==> config.mk <==
export PLATFORM = sky130hd
export DESIGN_NAME = counter_arbiter
export DESIGN_NICKNAME = d
export VERILOG_FILES = /design/src/rtl/counter_arbiter.sv
export SDC_FILE = /design/constraint.sdc
export NUM_CORES = 1
export LEC_CHECK = 0
export BUFFER_PORTS_ARGS = -buffer_cell sky130_fd_sc_hd__buf_2
export CAP_MARGIN = 20
export CORE_MARGIN = 2
export CORE_UTILIZATION = 50
export CTS_CLUSTER_SIZE = 12
export DETAILED_ROUTE_END_ITERATION = 8
export GPL_TIMING_DRIVEN = 0
export PLACE_DENSITY = 0.79
export RECOVER_POWER = 50
export SETUP_SLACK_MARGIN = 0.4
export SLEW_MARGIN = 20
export SYNTH_ARGS = -nofsm -noshare
export SYNTH_HDL_FRONTEND = slang
export SYNTH_SLANG_ARGS = --single-unit
==> constraint.sdc <==
create_clock -name clock_i -period 3.5 [get_ports clock_i]
set_input_delay 1.05 -clock clock_i [delete_from_list [all_inputs] [get_ports clock_i]]
set_output_delay 1.05 -clock clock_i [all_outputs]
set_load 0.03 [all_outputs]
==> src/rtl/counter_arbiter.sv <==
// Round-robin share of one up-counter timer across NUM_REQ requesters; grant 1 cycle after request, done D cycles later.
// enable_i low stalls the count; requests are sampled only in IDLE. COUNTER_ARBITER_ABORT_EN: dropping req mid-count aborts.
module counter_arbiter #(
  parameter int NUM_REQ           = 4,
  parameter int MAX_COUNTER_VALUE = 160,
  localparam int CNT_W            = $clog2(MAX_COUNTER_VALUE + 1),
  localparam int ID_W             = $clog2(NUM_REQ)
) (
  input  logic                     clock_i,
  input  logic                     reset_n_i,
  input  logic                     enable_i,
  input  logic [NUM_REQ-1:0]       req_i,
  input  logic [NUM_REQ*CNT_W-1:0] duration_i,
  output logic [NUM_REQ-1:0]       grant_o,
  output logic [NUM_REQ-1:0]       done_o,
  output logic                     busy_o,
  output logic [ID_W-1:0]          active_id_o,
  output logic [CNT_W-1:0]         counter_val_o
);

  typedef enum logic [1:0] {IDLE, COUNT, DONE} state_t;

  state_t             state_q, state_d;
  logic [NUM_REQ-1:0] grant_q, grant_d;
  logic [ID_W-1:0]    active_id_q, active_id_d, win_id;
  logic [CNT_W-1:0]   cnt_q, cnt_d, dur_q, dur_d, dur_raw, dur_win;
  logic               win_vld;
  logic               abort;

  // Descending scan so the requester closest after the last grantee is written last and wins.
  always_comb begin
    win_vld = 1'b0;
    win_id  = '0;
    for (int i = NUM_REQ; i >= 1; i--) begin
      if (req_i[(int'(active_id_q) + i) % NUM_REQ]) begin
        win_vld = 1'b1;
        win_id  = ID_W'((int'(active_id_q) + i) % NUM_REQ);
      end
    end
  end

  assign dur_raw = duration_i[int'(win_id)*CNT_W +: CNT_W];

  always_comb begin
    dur_win = dur_raw;
    if (dur_raw > CNT_W'(MAX_COUNTER_VALUE)) begin
      dur_win = CNT_W'(MAX_COUNTER_VALUE);
    end else if (dur_raw == '0) begin
      dur_win = CNT_W'(1);
    end
  end

`ifdef COUNTER_ARBITER_ABORT_EN
  assign abort = ~req_i[active_id_q];
`else
  assign abort = 1'b0;
`endif

  always_comb begin
    state_d     = state_q;
    grant_d     = grant_q;
    active_id_d = active_id_q;
    cnt_d       = cnt_q;
    dur_d       = dur_q;
    case (state_q)
      IDLE: begin
        if (win_vld) begin
          state_d     = COUNT;
          grant_d     = NUM_REQ'(1) << win_id;
          active_id_d = win_id;
          cnt_d       = '0;
          dur_d       = dur_win;
        end
      end
      COUNT: begin
        if (abort) begin
          state_d = IDLE;
          grant_d = '0;
          cnt_d   = '0;
        end else if (enable_i) begin
          if (cnt_q == dur_q - CNT_W'(1)) begin
            cnt_d   = dur_q;
            state_d = DONE;
          end else begin
            cnt_d = cnt_q + CNT_W'(1);
          end
        end
      end
      DONE: begin
        state_d = IDLE;
        grant_d = '0;
        cnt_d   = '0;
      end
      default: begin
        state_d = IDLE;
        grant_d = '0;
        cnt_d   = '0;
      end
    endcase
  end

  always_ff @(posedge clock_i or negedge reset_n_i) begin
    if (!reset_n_i) begin
      state_q     <= IDLE;
      grant_q     <= '0;
      active_id_q <= ID_W'(NUM_REQ - 1);
      cnt_q       <= '0;
      dur_q       <= '0;
    end else begin
      state_q     <= state_d;
      grant_q     <= grant_d;
      active_id_q <= active_id_d;
      cnt_q       <= cnt_d;
      dur_q       <= dur_d;
    end
  end

  assign grant_o       = grant_q;
  assign done_o        = (state_q == DONE) ? grant_q : '0;
  assign busy_o        = (state_q != IDLE);
  assign active_id_o   = active_id_q;
  assign counter_val_o = cnt_q;

endmodule

Word-level counts from Yosys, hierarchy flattened

Cells that the tools add are included.

Register bits: 24
Input bits: 39
Output and inout port bits: 19
Logic and storage cells: 73

Add/subtract/negate cells: 6
$lt $le $gt $ge: 5
Eq/ne operators: 6
Shift operators: 2
Multiplexer cells: 33
Bitwise logic cells: 5
Reductions and logical operators: 11

Operators with widths:

| cell                                                                  | number |
|---|---|
| 8-bit 2-to-1 mux                                                      | 5 |
| 32-bit by 6-bit variable part select with 8-bit output                | 1 |
| 3-bit by 4-bit < comparator with 1-bit output (second input constant) | 4 |
| 8-bit case mux with 2 select lines                                    | 1 |
| 2-bit 2-to-1 mux                                                      | 7 |
| 1-bit 2-to-1 mux                                                      | 12 |
| 8-bit by 1-bit adder with 8-bit output (second input constant)        | 1 |
| 1-bit binary-select mux with 2-bit select                             | 4 |
| 8-bit == test                                                         | 1 |
| 8-bit greater-than comparator (second input constant)                 | 1 |
| 8-bit logical NOT                                                     | 1 |
| 4-bit 2-to-1 mux                                                      | 2 |
| 4-bit case mux with 2 select lines                                    | 1 |
| 2-bit OR reduction                                                    | 4 |
| 8-bit by 1-bit subtractor with 8-bit output (second input constant)   | 1 |
| 2-bit inequality test (second input constant)                         | 3 |
| 2-bit AND reduction                                                   | 3 |
| 2-bit by 1-bit adder with 2-bit output (second input constant)        | 2 |
| 2-bit adder (second input constant)                                   | 2 |
| 1-bit AND (first input constant)                                      | 4 |
| 2-bit case mux with 2 select lines                                    | 1 |
| 1-bit by 2-bit left shift with 4-bit output (first input constant)    | 1 |
| 3-bit AND reduction                                                   | 1 |
| 2-bit by 1-bit == test with 1-bit output (second input constant)      | 1 |
| 4 further kinds                                                       | 4 |

Logic depth before layout (Yosys ltp)

Gate-level depths: netlist of the first run.

Depth in word-level cells: 14
Mapped depth: 10
Mapped depth without buffers: 10

Worst setup path before layout of the first run

OpenSTA, ideal clock, no wires.

Path kind: in2reg
Start point: input port req_i[1]
End point: register dur_q[3]
Setup time: 0.083 ns
Data arrival time: 2.850 ns
Data required time: 3.417 ns
Path slack: 0.568 ns
Stages: 10
Buffers on the path: 2
Cell sequence: a21o_1 > a31oi_1 > buf_2 > buf_2 > mux2i_1 > nand2_1 > o21ai_0 > nor4bb_1 > a31oi_1 > o21ai_0

Cells in the longest elaborated chain, start to end: 11
Elaborated cells on any way between the ends: 26
Classes of those cells: 1 x order compare; 1 x shift; 22 x mux; 2 x reduce/logical

Ends and longest elaborated chain:

| element                                                                                | RTL line | RTL |
|---|---|---|
| start: declaration                                                                     | 12       | `input logic [NUM_REQ-1:0] req_i,` |
| parallel branches: the longest is 11 deep, another holds 8-bit greater-than comparator | --       |  |
| end signal: assignment                                                                 | 114      | `dur_q <= dur_d;` |
| end: declaration                                                                       | 26       | `logic [CNT_W-1:0] cnt_q, cnt_d, dur_q, dur_d, dur_raw, dur_win;` |

Parallel ways; which one is timed is not known. The select of a mux whose other input is x is not followed.
A chain may end at the register's enable or synchronous reset.

Worst setup path in the final report of the first run

Start point: input port req_i[0]
End point: register dur_q[3]

The elaborated chain is that of the path after synthesis.

==> results of run 1 <==
[state kept, by name, summed over array words and instances, names as in the netlist]
| name | cells |
|---|---|
| counter_val_o | 8 |
| dur_q | 8 |
| grant_o | 4 |
| active_id_o | 2 |
| state_q | 2 |
[worst min-delay path by stage]
stage | from | end | cells past startpoint
2_1_floorplan | dur_q[7] | counter_val_o[7] | 2
3_3_place_gp | active_id_o[0] | active_id_o[0] | 2
3_5_place_dp | active_id_o[0] | active_id_o[0] | 2
4_1_cts | active_id_o[0] | active_id_o[0] | 2
5_1_grt | active_id_o[0] | active_id_o[0] | 2
6_report | active_id_o[0] | active_id_o[0] | 2
[cell type report]
cell class	count	area, sq um
plain buffers	10	55.1
clock inverters	1	30.0
repair buffers	57	273
well taps	46	57.6
inverters	7	26.3
flip-flops and latches	24	603
clock buffers	3	22.5
multi-input cells	167	1160
fillers	311	1190
[layer usage]
| layer | GRT usage | vias to the layer above |
|---|---|---|
| li1 | - | 864 |
| met1 | 0.256 | 783 |
| met2 | 0.402 | 59 |
| met3 | 0.0104 | 4 |
| met4 | 0.0559 | 0 |
| met5 | 0 | - |
[logic make-up (layout without fill, tap and decap cells)]
kind of cell             after synthesis  after routing  synth area share
AND/OR/NAND/NOR                       80             80             0.227
buffers and inverters                 17             78            0.0411
flip-flops                            24             24             0.330
multiplexers                          23             23             0.127
AO/OA/AOI/OAI                         49             49             0.199
XOR/XNOR                              13             13            0.0623
adder cells (fa/ha/maj)                2              2            0.0137
[where the power goes]
group	leakage (nW)	internal, W	switching [W]
combinational	0.684	0.000444	0.000588
clock	0.0279	0.000116	0.0000932
sequential	0.300	0.000390	0.000140
[cell usage in the layout (no fill, tap or decap), types with 3 or more instances in the layout]
cell      count
nor3_1        4
buf_2        47
xnor2_1      11
clkbuf_4      5
nand2_1      20
inv_1         7
nor2b_1       6
mux2i_1      22
and2_1        4
dfrtp_1      22
a31oi_1       5
a221o_1       3
or3_1         3
nor2_1       19
o21ai_0      12
or2_2         4
nand2b_1      4
clkbuf_1     15
a22oi_1       3
and3_1        3
a21oi_1       9
[stage by stage]
stage          instance area, sq um  power [W]  hold WS, ns
4_1_cts                        2220    0.00177        0.514
5_1_grt                        2220    0.00191        0.525
3_3_place_gp                   2170    0.00154        0.480
6_report                       2220    0.00177        0.514
2_1_floorplan                  1830    0.00134        0.526
3_5_place_dp                   2170    0.00156        0.491
[worst max-delay path, cell delays in order]
cell,delay [ns]
buf_2,0.12
a21o_1,0.15
a31oi_1,0.21
clkbuf_4,0.29
clkbuf_4,0.25
mux2i_1,0.20
nand2_1,0.06
o21ai_0,0.09
nor4bb_2,0.34
a31oi_1,0.14
o21ai_0,0.18
[timing repair]
item | CTS | global route
setup endpoints to repair | 0 | 5
gates resized for setup | 0 | 6
setup buffers | 0 | 0
==> impl_metrics.yaml, run 1 <==
logic_synthesis:
  yosys.area.top_type: "dfrtp_1"
  synth_top_area_share: 0.301
  ys_seq_area_frac: 0.330
  synth_area_sq_um: 1830
  synth_edf_count: 0
  synth_area_leaders: "dfrtp_1, mux2i_1, xnor2_1, nand2_1, nor2_1"
  synthTopCellsByCount: "dfrtp_1, mux2i_1, nand2_1, nor2_1, o21ai_0"
  syn_nets: 249
  syn_inst: 208
  synth_ff_type: "dfrtp_1"
  ys_types: 50
  synth_area_per_cell_sq_um: 8.78
  yosysWarnings: 0
  synthArstFlopShare: 1.00
  ys_ff_latch: 24
sta:
  worst_clock_skew_ns: 0.00653
  setup_tns_ns: 0
  setup_slack_ns: 0.674
  relSlewSlack: 0.148
  setup_viol: 0
  drv_slew: 0
  rsz0062_at_grt: "false"
  hold_viol: 0
  period_minus_slack_ns: 2.83
  worst_slew_pin_slew_ns: 1.28
  period_share: 0.807
  max_freq_mhz: 354
die:
  initial_core_util: 0.535
  design.core.area_sq_um: 3420
  die-width_microns: 64.4
  die_h_microns: 64.4
  pin_count: 58
  rows: 21
  die-area_sq_um: 4150
clock_network:
  postCtsHoldBufs: 0
  clkTransAtPathRegs_ns: 0.15
  htree_levels: 1
  cts_inserted_buffers: 3
  tritoncts: "built"
  clockRootBuffer: "clkbuf_4"
  clk_latency_ns: 0.33
  cts_sinks: 24
  ctsLongestPathBuffers: 2
setup_path:
  critical_path_required_ns: 3.76
  worst_setup_path_start_kind: "input pin"
  crit_path_end: "dur_q[3]"
  cp-startpoint: "req_i[0]"
  critPathKind: "in2reg"
  cp_max_fo: 10
  ff2ff_setup_slack_ns: 0.79
  r2r_start: "dur_q[2]"
  reg2reg_to: "counter_val_o[3]"
  worst_ep_arrival_time_ns: 3.09
  reg2reg_depth: 8
  end_kind: "flop"
route:
  route.met3.wl_microns: 201
  drt_iter0_drc: 55
  wire_per_inst_microns: 13.0
  dr.max_layer_used: "met4"
  drc: 0
  wirelength_mm: 4.09
  antenna_left: 0
  first_pass_iters: 4
  wl_met2_mm: 2.00
  met1Wirelength_mm: 1.85
  num_vias: 1710
  vias_per_cell: 5.43
finish:
  num_antenna_cells: 0
  nNetsFinal: 311
  synthToLayoutAreaGrowth_pct: 21.8
  fin_cells: 315
  postLayoutCoreUtil: 0.651
  drive_above_1_share: 0.264
power:
  irDropWorstVdd_mv: 0.373
  pwr_density_cell_nw_per_um2: 796
  leakage_nw: 1.01
global_routing:
  grt_pass1_vias: 1631
  grt_max_degree: 25
  overflow: 0
  antenna_found_initial: 0
  grt_pass1_wl_mm: 7.05
  grtUsageTotal: 0.211
run_status:
  status: "complete, no violations"
placement:
  hpwl_mm: 3.24
  port_buffers: 57
  pre_cts_ws_ns: 0.154
  dp.cells: 311
  gp_congestion: 0.825
worst_hold_path:
  hold_path.class: "reg2reg"
run:
  drv.max_cap_violation_count: 0
No activity file was read; power rests on OpenSTA's default activity.
==> inputs of run 2 (changes only) <==
- clock period: 3.5 -> 2.9 ns (I/O delays scaled with it)
==> impl_metrics.yaml, run 2 (synthesis results as in run 1) <==
setup_path:
  critPathKind: "reg2reg"
  slowest_stage: "a2111oi_4"
  critical_path_required_ns: 3.13
  cp_max_fo: 7
  worst_ep_arrival_time_ns: 2.73
  crit_path_max_incr_delay_ns: 0.41
  crit_chain: "buf_6 -> or3_4 -> or3_4 -> a2111oi_4 -> nand2_2 -> buf_6 -> nor3b_4 -> nand2_1 -> o311ai_1"
  end_kind: "flop"
  worst_setup_path_start_kind: "flop"
finish:
  layout_commonest_cell: "buf_2"
  fillers: 275
  mostFrequentLayoutCells: "buf_2, dfrtp_1, nand2_1, mux2i_1, nor2_1"
  num_antenna_cells: 0
  synthToLayoutAreaGrowth_pct: 35.1
  nNetsFinal: 328
  drive_above_1_share: 0.343
  postLayoutCoreUtil: 0.722
  final_area_sq_um: 2470
placement:
  placed_area_sq_um: 2200
  port_buffers: 57
  gp_congestion: 0.794
  hpwl_mm: 3.28
die:
  design.core.area_sq_um: 3420
  die-area_sq_um: 4150
  die_h_microns: 64.4
  rows: 21
  pin_count: 58
  initial_core_util: 0.535
  die-width_microns: 64.4
route:
  antenna_left: 0
  num_vias: 1804
  drc: 0
  wirelength_mm: 4.57
  wire_per_inst_microns: 13.8
  drt_iter0_drc: 104
  first_pass_iters: 4
  vias_per_cell: 5.43
global_routing:
  antenna_found_initial: 0
  grt_pass1_wl_mm: 7.75
  grt_pass1_vias: 1740
  overflow: 0
  grtUsageTotal: 0.238
  grt_max_degree: 25
clock_network:
  cts_sinks: 24
  clockRootBuffer: "clkbuf_4"
  cts_inserted_buffers: 3
  htree_levels: 1
  postCtsHoldBufs: 0
  clkTransAtPathRegs_ns: 0.14
  clk_latency_ns: 0.32
  tritoncts: "built"
  ctsLongestPathBuffers: 2
power:
  p_sw_w: 0.00109
  leakage_nw: 1.14
  irDropWorstVdd_mv: 0.474
  seqPwrFrac: 0.253
  pwr-share-comb: 0.646
  pwr_density_cell_nw_per_um2: 981
  p_int_w: 0.00133
  clkPwrFrac: 0.101
  switching_share: 0.449
sta:
  period_minus_slack_ns: 2.50
  relSlewSlack: 0.184
  rsz0062_at_grt: "true"
  worst_clock_skew_ns: 0.00745
  hold_viol: 0
  period_share: 0.861
  setup_viol: 0
  whs_ns: 0.507
  max_freq_mhz: 401
  worst_slew_pin_slew_ns: 1.22
  drv_slew: 0
run:
  drv.max_cap_violation_count: 0
run_status:
  status: "complete, no violations"
worst_hold_path:
  hold_path.class: "reg2reg"
==> run 2: routing by layer <==
metal  wire [microns]  share of wire  global-route usage
met5                0              0                   0
met4               99          0.022              0.0984
met3              207          0.045              0.0278
met2             2380           0.52               0.436
met1             1890           0.41               0.280
==> run 2: worst paths after layout <==
check / startpoint / end / slack (ns) / cells past startpoint
max: dur_q[2] / counter_val_o[5] / 0.40 / 9
min: active_id_o[0] / active_id_o[0] / 0.51 / 2
max reg2reg: dur_q[2] / counter_val_o[5] / 0.40 / 9
min reg2reg: active_id_o[0] / active_id_o[0] / 0.51 / 2
max in group asynchronous: reset_n_i / dur_q[3] / 1.32 / 1
min in group asynchronous: reset_n_i / counter_val_o[1] / 0.77 / 1
==> run 2: area by class of cell <==
cell class              count  area, sq um  share of cell area
clock buffers               3         22.5             0.00913
repair buffers             74          427               0.173
multi-input cells         167         1230               0.498
flip-flops and latches     24          604               0.245
plain buffers              10         71.3              0.0289
inverters                   7         26.3              0.0106
well taps                  46         57.6              0.0233
clock inverters             1         30.0              0.0122
==> run 2: power by group through the flow <==
stage          clock network [W]  registers (W)  logic, W
2_1_floorplan                  0       0.000747  0.000905
3_3_place_gp                   0       0.000636   0.00126
3_5_place_dp                   0       0.000644   0.00129
4_1_cts                 0.000251       0.000616   0.00147
5_1_grt                 0.000270       0.000637   0.00171
6_report                0.000244       0.000614   0.00156
==> run 2: timing repair <==
| item | in CTS | in global routing |
|---|---|---|
| setup buffers | 12 | 4 |
| pin swaps | 6 | 15 |
| gates cloned | 1 | 0 |
| setup endpoints to repair | 12 | 14 |
| gates resized for setup | 8 | 20 |
==> run 2: through the flow <==
| stage | setup WS [ns] | instances | setup TNS (ns) | power (W) |
|---|---|---|---|---|
| CTS | 0.392 | 328 | 0 | 0.00233 |
| floorplan | 0.355 | 208 | 0 | 0.00165 |
| global placement | -0.0663 | 311 | -0.122 | 0.00190 |
| detailed placement | -0.105 | 311 | -0.210 | 0.00193 |
| global route | 0.282 | 332 | 0 | 0.00261 |
| finish | 0.403 | 332 | 0 | 0.00242 |
==> run 2: worst max-delay path: cells and delay by family (launching register included) <==
| kind | cells | cell delay (ns) |
|---|---|---|
| AND/OR/NAND/NOR | 5 | 1.23 |
| buffers and inverters | 2 | 0.27 |
| flip-flops | 1 | 0.39 |
| AO/OA/AOI/OAI | 2 | 0.50 |
==> inputs of run 3 (changes only) <==
- CTS_BUF_LIST: not set -> sky130_fd_sc_hd__clkbuf_8
==> impl_metrics.yaml, run 3 (synthesis results as in run 1) <==
run_status:
  status: "complete, no violations"
route:
  drt_iter0_drc: 115
  drc: 0
  num_vias: 1840
  vias_per_cell: 5.56
  first_pass_iters: 4
  wirelength_mm: 4.68
  wire_per_inst_microns: 14.1
  antenna_left: 0
setup_path:
  worst_setup_path_start_kind: "flop"
  worst_ep_arrival_time_ns: 2.66
  cp_max_fo: 8
  critical_path_required_ns: 3.07
  end_kind: "flop"
  critPathKind: "reg2reg"
global_routing:
  grtUsageTotal: 0.242
  antenna_found_initial: 0
  overflow: 0
  grt_pass1_wl_mm: 7.93
  grt_max_degree: 25
  grt_pass1_vias: 1782
sta:
  period_minus_slack_ns: 2.50
  hold_viol: 0
  relSlewSlack: 0.175
  setup_viol: 0
  rsz0062_at_grt: "true"
  setup_slack_ns: 0.403
  worst_clock_skew_ns: 0.00954
  period_share: 0.861
  drv_slew: 0
  max_freq_mhz: 400
  worst_slew_pin_slew_ns: 1.24
die:
  die-width_microns: 64.4
  design.core.area_sq_um: 3420
  initial_core_util: 0.535
  die-area_sq_um: 4150
  die_h_microns: 64.4
  rows: 21
  pin_count: 58
finish:
  num_antenna_cells: 0
  layout_commonest_cell: "buf_2"
  multiInputGateArea_sq_um: 1220
  regArea_sq_um: 604
  synthToLayoutAreaGrowth_pct: 35.3
  mostFrequentLayoutCells: "buf_2, dfrtp_1, nand2_1, mux2i_1, nor2_1"
  postLayoutCoreUtil: 0.724
  fin_cells: 331
  drive_above_1_share: 0.337
  nNetsFinal: 327
  fillers: 278
clock_network:
  cts_inserted_buffers: 3
  htree_levels: 1
  cts_sinks: 24
  tritoncts: "built"
  clkTransAtPathRegs_ns: 0.09
  ctsLongestPathBuffers: 2
  postCtsHoldBufs: 0
  clk_latency_ns: 0.28
  clockRootBuffer: "clkbuf_8"
placement:
  port_buffers: 57
  hpwl_mm: 3.28
  gp_congestion: 0.794
  pre_cts_ws_ns: -0.105
  dp.cells: 311
power:
  leakage_nw: 1.14
  pwr_density_cell_nw_per_um2: 1000
  p_total_w: 0.00248
  irDropWorstVdd_mv: 0.476
worst_hold_path:
  hold_path.class: "reg2reg"
run:
  drv.max_cap_violation_count: 0
run 3: cell types whose count changed in the layout (fill, tap and decap cells not counted), sizes merged:
| cell | previous run | this run |
|---|---|---|
| buf | 67 | 68 |
| clkbuf | 20 | 18 |
run 3: final cells by class:
| class | count | area share |
|---|---|---|
| multi-input cells | 167 | 0.492 |
| flip-flops and latches | 24 | 0.244 |
| repair buffers | 73 | 0.170 |
| plain buffers | 10 | 0.0314 |
| well taps | 46 | 0.0233 |
| clock buffers | 3 | 0.0167 |
| clock inverters | 1 | 0.0121 |
| inverters | 7 | 0.0106 |
run 3: critical path, cell delays in order (launching register included):
cell and delay, ns:
dfrtp_1 0.42, or2_1 0.24, buf_6 0.13, or3_4 0.39
a2111oi_4 0.41, nand2_2 0.14, o31ai_4 0.19, buf_6 0.16
nor2_1 0.05, a221o_1 0.26
run 3: final timing paths:
kind / from / end / slack, ns / cells after the start
worst max-delay path: dur_q[1] / counter_val_o[3] / 0.40 / 9
worst min-delay path: active_id_o[0] / active_id_o[0] / 0.50 / 2
worst max register to register: dur_q[1] / counter_val_o[3] / 0.40 / 9
worst min register to register: active_id_o[0] / active_id_o[0] / 0.50 / 2
max in group asynchronous: reset_n_i / dur_q[3] / 1.24 / 1
min in group asynchronous: reset_n_i / counter_val_o[1] / 0.83 / 1
run 3: report_power, final:
group | internal [W] | leakage [nW] | switching [W]
sequential | 0.000472 | 0.299 | 0.000153
clock | 0.000185 | 0.0357 | 0.000113
combinational | 0.000723 | 0.801 | 0.000832
run 3: timing repair:
action	CTS	global route
buffers inserted	11	4
resized for setup	8	21
endpoints found under the setup margin	12	16
pin swaps	7	12
cloned	1	0
run 3: metal layers:
layer / vias to the layer above / global-route usage / part of all wire
li1: 900 / - / -
met1: 867 / 0.285 / 0.41
met2: 62 / 0.451 / 0.52
met3: 11 / 0.0226 / 0.042
met4: 0 / 0.0984 / 0.024
met5: - / 0 / 0
run 3: per-stage QoR:
step	setup TNS, ns	hold WS, ns	instance area (sq um)
CTS	0	0.503	2400
detailed placement	-0.210	0.493	2200
floorplan	0	0.526	1860
finish	0	0.504	2470
global route	0	0.525	2470
global placement	-0.122	0.484	2200
